## src/rtl/double_to_sig16b_if.sv

```systemverilog
// rtl/double_to_sig16b_if.sv - start/stop handshake bundle for the double to 16-bit sign-magnitude converter
interface double_to_sig16b_if;
    logic        start;
    logic [63:0] double;
    logic [15:0] sig16b;
    logic        stop;

    // Requester side: issues operands, observes results
    modport master (
        output start,
        output double,
        input  sig16b,
        input  stop
    );

    // Converter side
    modport slave (
        input  start,
        input  double,
        output sig16b,
        output stop
    );
endinterface

```

## src/rtl/double_to_sig16b.sv

```systemverilog
// rtl/double_to_sig16b.sv - iterative IEEE-754 double to 16-bit sign-magnitude converter (option: DOUBLE_TO_SIG16B_ROUND_EN)
module double_to_sig16b (
    input  logic              clk,
    input  logic              rst,
    double_to_sig16b_if.slave bus
);

    typedef enum logic [1:0] {
        IDLE  = 2'd0,
        SHIFT = 2'd1,
        DONE  = 2'd2
    } state_t;

    // Exponent field values bounding the directly convertible range 0 <= e <= 14
    localparam logic [10:0] EXP_ONE     = 11'd1023;  // e = 0
    localparam logic [10:0] EXP_MAX     = 11'd1037;  // e = 14
    localparam logic [10:0] EXP_HALF    = 11'd1022;  // e = -1
    localparam logic [10:0] EXP_SPECIAL = 11'h7FF;

    // A shift register image whose upper 15 bits read as full scale and guard 0
    localparam logic [15:0] SHREG_SAT   = 16'hFFFE;

    state_t      r_state;
    state_t      w_state_nxt;
    logic        r_sign;
    logic        w_sign_nxt;
    logic [15:0] r_shreg;
    logic [15:0] w_shreg_nxt;
    logic [3:0]  r_cnt;
    logic [3:0]  w_cnt_nxt;
    logic [15:0] r_sig16b;
    logic [15:0] w_sig16b_nxt;
    logic        r_stop;
    logic        w_stop_nxt;

    logic [10:0] w_exp;
    logic        w_mant_nz;
    logic [15:0] w_load_shreg;
    logic [3:0]  w_load_cnt;
    logic [14:0] w_trunc;
    logic [14:0] w_mag;
    logic [15:0] w_result;

    // Classify the incoming operand; special cases preload the shift register
    // with their final image and a zero count so they finish in one cycle.
    always_comb begin
        w_exp        = bus.double[62:52];
        w_mant_nz    = |bus.double[51:0];
        w_load_shreg = {1'b1, bus.double[51:37]};
        // 14 - e = 1037 - exp; since 1037 = 13 mod 16, only the low nibble matters
        w_load_cnt   = 4'd13 - w_exp[3:0];
        if (w_exp == 11'd0) begin
            w_load_shreg = 16'h0000;
            w_load_cnt   = 4'd0;
        end else if (w_exp == EXP_SPECIAL) begin
            w_load_shreg = w_mant_nz ? 16'h0000 : SHREG_SAT;
            w_load_cnt   = 4'd0;
        end else if (w_exp > EXP_MAX) begin
            w_load_shreg = SHREG_SAT;
            w_load_cnt   = 4'd0;
        end else if (w_exp < EXP_ONE) begin
`ifdef DOUBLE_TO_SIG16B_ROUND_EN
            // e = -1 may round up to 1, so it is shifted the full 15 places
            if (w_exp != EXP_HALF) begin
                w_load_shreg = 16'h0000;
                w_load_cnt   = 4'd0;
            end
`else
            w_load_shreg = 16'h0000;
            w_load_cnt   = 4'd0;
`endif
        end
    end

`ifdef DOUBLE_TO_SIG16B_ROUND_EN
    logic [15:0] w_sum;

    // Round half away from zero on the magnitude, saturating on carry-out
    always_comb begin
        w_trunc = r_shreg[15:1];
        w_sum   = {1'b0, w_trunc} + {15'd0, r_shreg[0]};
        w_mag   = w_sum[15] ? 15'h7FFF : w_sum[14:0];
    end
`else
    // Truncate: the guard bit is dropped
    always_comb begin
        w_trunc = r_shreg[15:1];
        w_mag   = w_trunc;
    end
`endif

    // Attach the sign only to a non-zero magnitude so -0 is never emitted
    always_comb begin
        w_result = {(w_mag != 15'd0) & r_sign, w_mag};
    end

    // Next-state and datapath updates; start is only honoured in IDLE or DONE
    always_comb begin
        w_state_nxt  = r_state;
        w_sign_nxt   = r_sign;
        w_shreg_nxt  = r_shreg;
        w_cnt_nxt    = r_cnt;
        w_sig16b_nxt = r_sig16b;
        w_stop_nxt   = r_stop;
        case (r_state)
            IDLE, DONE: begin
                if (bus.start) begin
                    w_sign_nxt  = bus.double[63];
                    w_shreg_nxt = w_load_shreg;
                    w_cnt_nxt   = w_load_cnt;
                    w_stop_nxt  = 1'b0;
                    w_state_nxt = SHIFT;
                end
            end
            SHIFT: begin
                if (r_cnt != 4'd0) begin
                    w_shreg_nxt = r_shreg >> 1;
                    w_cnt_nxt   = r_cnt - 4'd1;
                end else begin
                    w_sig16b_nxt = w_result;
                    w_stop_nxt   = 1'b1;
                    w_state_nxt  = DONE;
                end
            end
            default: begin
                w_state_nxt = IDLE;
            end
        endcase
    end

    // State and datapath registers with synchronous reset
    always_ff @(posedge clk) begin
        if (rst) begin
            r_state  <= IDLE;
            r_sign   <= 1'b0;
            r_shreg  <= 16'h0000;
            r_cnt    <= 4'd0;
            r_sig16b <= 16'h0000;
            r_stop   <= 1'b0;
        end else begin
            r_state  <= w_state_nxt;
            r_sign   <= w_sign_nxt;
            r_shreg  <= w_shreg_nxt;
            r_cnt    <= w_cnt_nxt;
            r_sig16b <= w_sig16b_nxt;
            r_stop   <= w_stop_nxt;
        end
    end

    assign bus.sig16b = r_sig16b;
    assign bus.stop   = r_stop;

endmodule

```

## src/flat_wrapper.sv

```systemverilog
// flat-port wrapper written by rule: the top's interface ports become plain ports
module double_to_sig16b_flat 
  (clk, rst, bus_start, bus_double, bus_sig16b, bus_stop);
  double_to_sig16b_if bus_i ();
  input  logic clk;
  input  logic rst;
  input wire logic [$bits(bus_i.start)-1:0] bus_start;
  input wire logic [$bits(bus_i.double)-1:0] bus_double;
  output wire logic [$bits(bus_i.sig16b)-1:0] bus_sig16b;
  output wire logic [$bits(bus_i.stop)-1:0] bus_stop;
  assign bus_i.start = bus_start;
  assign bus_i.double = bus_double;
  assign bus_sig16b = bus_i.sig16b;
  assign bus_stop = bus_i.stop;
  double_to_sig16b u_core (.clk(clk), .rst(rst), .bus(bus_i));
endmodule
```

## config.mk

```make
export PLATFORM = sky130hd
export DESIGN_NAME = double_to_sig16b_flat
export DESIGN_NICKNAME = d
export VERILOG_FILES = /design/src/rtl/double_to_sig16b_if.sv /design/src/rtl/double_to_sig16b.sv /design/src/flat_wrapper.sv
export SDC_FILE = /design/constraint.sdc
export NUM_CORES = 1
export LEC_CHECK = 0
export ABC_AREA = 1
export BUFFER_PORTS_ARGS = -buffer_cell sky130_fd_sc_hd__buf_4
export CORE_MARGIN = 2
export CORE_UTILIZATION = 45
export DETAILED_ROUTE_END_ITERATION = 7
export PLACE_DENSITY = 0.76
export SYNTH_ARGS = -nofsm -noshare
export SYNTH_HDL_FRONTEND = slang
export SYNTH_SLANG_ARGS = --single-unit
```

## constraint.sdc

```tcl
create_clock -name clk -period 1.5 [get_ports clk]
set_input_delay 0.225 -clock clk [delete_from_list [all_inputs] [get_ports clk]]
set_output_delay 0.225 -clock clk [all_outputs]
set_load 0.005 [all_outputs]
```

==> metrics.cfg <==
[cts]
clk_pin_slew_ps=70
cts_sinks=39
cts_root_buf=clkbuf_8
htree_levels=2
clockBufferDepth=2
cts_tree=done
cts_buffers=5
clock_latency_ps=290

[yosys]
synthArstFlopShare_pct=0
synth_warnings=0
synth-edff-count=0
syn_avg_cell_area_um2=6.90
synth.net_count=405
synth_common_cells=86 x nand2_1, 47 x a21oi_1, 47 x nor2_1
yosysSeqAreaShare_pct=33.9
synth.area.top_cells=dfxtp_1 34%, nand2_1 14%, a21oi_1 10%
syn_area_um2=2300
yosysMostFrequentCell=nand2_1
ys_types=30
syn_inst=334
synth_top_area_share_pct=33.9
netlist.top_cell.by_area=dfxtp_1
ys_ff_latch=39
ys.flop_type=dfxtp_1

[power_and_ir_drop]
switching_share_pct=30.9
p_sw_mw=0.858
combPwrFrac_pct=28.2
power.total_mw=2.78
leakagePower_nw=1.40
pwr-share-clk_pct=27.7
vdd_drop_max_uv=406
p_int_mw=1.92
pwr-share-seq_pct=44.1
p_per_area_nw_per_um2=899

[global_route]
grt_usage_pct=20.9
grt_pass1_wl_um=9180
grt_overflow_total=0
grt_max_degree=21
grt_pass1_vias=2168
antenna_found_initial=0

[status]
status=finished clean

[sta]
setup_viol=0
max_freq_mhz=717
fin_crit_sh_pct=93.0
clock_skew_ps=7.02
slew_viol_final=0
report.final.hold_viol_count=0
finalCriticalPeriod_ps=1400
tightest_slew_ps=387
maxSlewHeadroom_pct=74.0

[drt]
wirelength_um=5730
drt_iter0_drc=99
antenna_left=0
vias=2443
firstDrtPassIters=4
drcViolationCount=0
routed_via_density=5.00
wl_per_cell_um=11.7

[die]
chipWidth_um=75.5
core_area_um2=5010
dieArea_um2=5710
fp.dieH_um=75.5
ioPinCount=84
row_count=26
initial_core_util_pct=46.0

[critical_path]
worst-path-buf-inv=2
crit_chain=inv_1, ha_2, nand2_2, nand2_1, nand2_2, buf_6, o21ai_0, a21oi_2
r2r_slack_ps=100
startpoint_type=flip-flop
path_class=flip-flop to flip-flop
worstPathArrival_ps=1570
cp.required_ps=1680
r2r-start=u_core.r_cnt[1]$_SDFFE_PP0P_
ff2ff_path_depth=8
critPathCaptureType=flip-flop
crit_family=flip-flops
slowest_delay_ps=310
slowest_stage=dfxtp_1
cp_max_fo=11
r2r-end=u_core.r_shreg[12]$_SDFFE_PP0P_
cp_common_cell=nand2_2

[final_layout]
nets=489
drive_gt1_share_pct=32.5
n_fill_cell=500
fin_area_um2=3090
num_antenna_cells=0
fin_util_pct=61.7
fin_cells=489
area_growth_pct=34.2

[placement]
placed_area_um2=2970
place_congestion=0.838
dp_cells=481
hpwlAfterDp_um=4520
numPortBuffers=83

[min_path]
hp-class=input pin to flip-flop
holdPathEnd=u_core.r_sign$_SDFFE_PP0P_
whs_path_depth=3
worstHoldStart=bus_double[63]

[flow_run]
drv_cap=0

==> layout make-up <==
class,instances,area (um^2),share of cell area [%]
Multi-Input combinational cell,262,1340,43.2
Clock buffer,8,100,3.24
Tap cell,70,87.6,2.83
Timing Repair Buffer,93,718,23.2
Sequential cell,39,781,25.3
Inverter,17,68.8,2.23
==> tightest hold or removal path, delay by kind of cell <==
family	cells	cell delay (ps)
AO/OA/AOI/OAI	2	170
buffers and inverters	1	70
==> worst max-delay path by stage <==
| stage | startpoint | end | cells past startpoint |
|---|---|---|---|
| final | u_core.r_cnt[1]$_SDFFE_PP0P_ | u_core.r_shreg[12]$_SDFFE_PP0P_ | 8 |
| after CTS | u_core.r_cnt[1]$_SDFFE_PP0P_ | u_core.r_shreg[12]$_SDFFE_PP0P_ | 8 |
| after global routing | u_core.r_cnt[0]$_SDFFE_PP0P_ | u_core.r_shreg[12]$_SDFFE_PP0P_ | 8 |
| after detailed placement | u_core.r_cnt[1]$_SDFFE_PP0P_ | u_core.r_shreg[12]$_SDFFE_PP0P_ | 8 |
| after global placement | u_core.r_cnt[0]$_SDFFE_PP0P_ | u_core.r_shreg[11]$_SDFFE_PP0P_ | 8 |
| after floorplan | u_core.r_cnt[0]$_SDFFE_PP0P_ | u_core.r_shreg[12]$_SDFFE_PP0P_ | 10 |
==> power by group through the flow <==
stage	combinational (mW)	sequential, mW	clock (mW)
after floorplan	0.506	1.22	0
after global placement	0.749	1.24	0
after detailed placement	0.768	1.24	0
after CTS	0.772	1.22	0.778
after global routing	0.880	1.24	0.829
final	0.785	1.22	0.770
==> logic make-up (layout without fill, tap and decap cells) <==
| logic type | after synthesis | count (layout) | synth area share (%) |
|---|---|---|---|
| xor+xnor | 2 | 2 | 0.761 |
| compound gates | 77 | 77 | 18.0 |
| simple gates | 179 | 179 | 36.7 |
| flops | 39 | 39 | 33.9 |
| fa+ha+maj | 4 | 4 | 2.17 |
| buf+inv | 33 | 118 | 8.53 |
==> placed cells by master, fill, tap and decap left out <==
cell type  instances
nor2_8             1
nor2_2             2
nor3_1             2
nor4_1             3
nor3b_1            1
buf_4             90
a21oi_2            8
inv_6              1
ha_2               1
nand2_2            4
buf_12             1
clkbuf_8           7
clkbuf_1           1
a21oi_1           46
nand4_1            5
and2_0             1
ha_1               3
buf_6              2
nand2_4            2
xnor2_1            2
inv_1             12
inv_2              4
nand3_1           13
nand3_2           11
nor4_2             1
nor2_1            47
a31oi_1            2
o21ai_0           21
nor3_2             1
nand2_1           85
dfxtp_1           39
==> through the flow <==
stage               setup TNS (ps)  hold WS (ps)  setup WS (ps)
floorplan                        0           393           38.0
global placement                 0           444            105
detailed placement               0           454           47.6
CTS                              0           212           35.5
global route                 -18.6           213          -8.76
finish                           0           211            105
==> per-layer routing <==
| metal | track usage (%) | up-vias | share of wire (%) |
|---|---|---|---|
| met5 | 0 | - | 0 |
| li1 | - | 1270 | - |
| met1 | 26.7 | 1064 | 45 |
| met4 | 7.21 | 0 | 1.0 |
| met3 | 3.97 | 5 | 7.1 |
| met2 | 35.4 | 104 | 47 |
==> flip-flops by register name, summed over array words and instances (netlist names) <==
| register | flops |
|---|---|
| u_core.bus.sig16b | 16 |
| u_core.bus.stop | 1 |
| u_core.r_cnt | 4 |
| u_core.r_shreg | 15 |
| u_core.r_sign | 1 |
| u_core.r_state | 2 |
==> what timing repair did <==
item                                   CTS  global route
setup endpoints to repair                0            18
buffers inserted                         0             0
hold buffers                             0             0
endpoints found under the hold margin    0             0
resized for setup                        0             5
(Power assumes the default switching activity.)
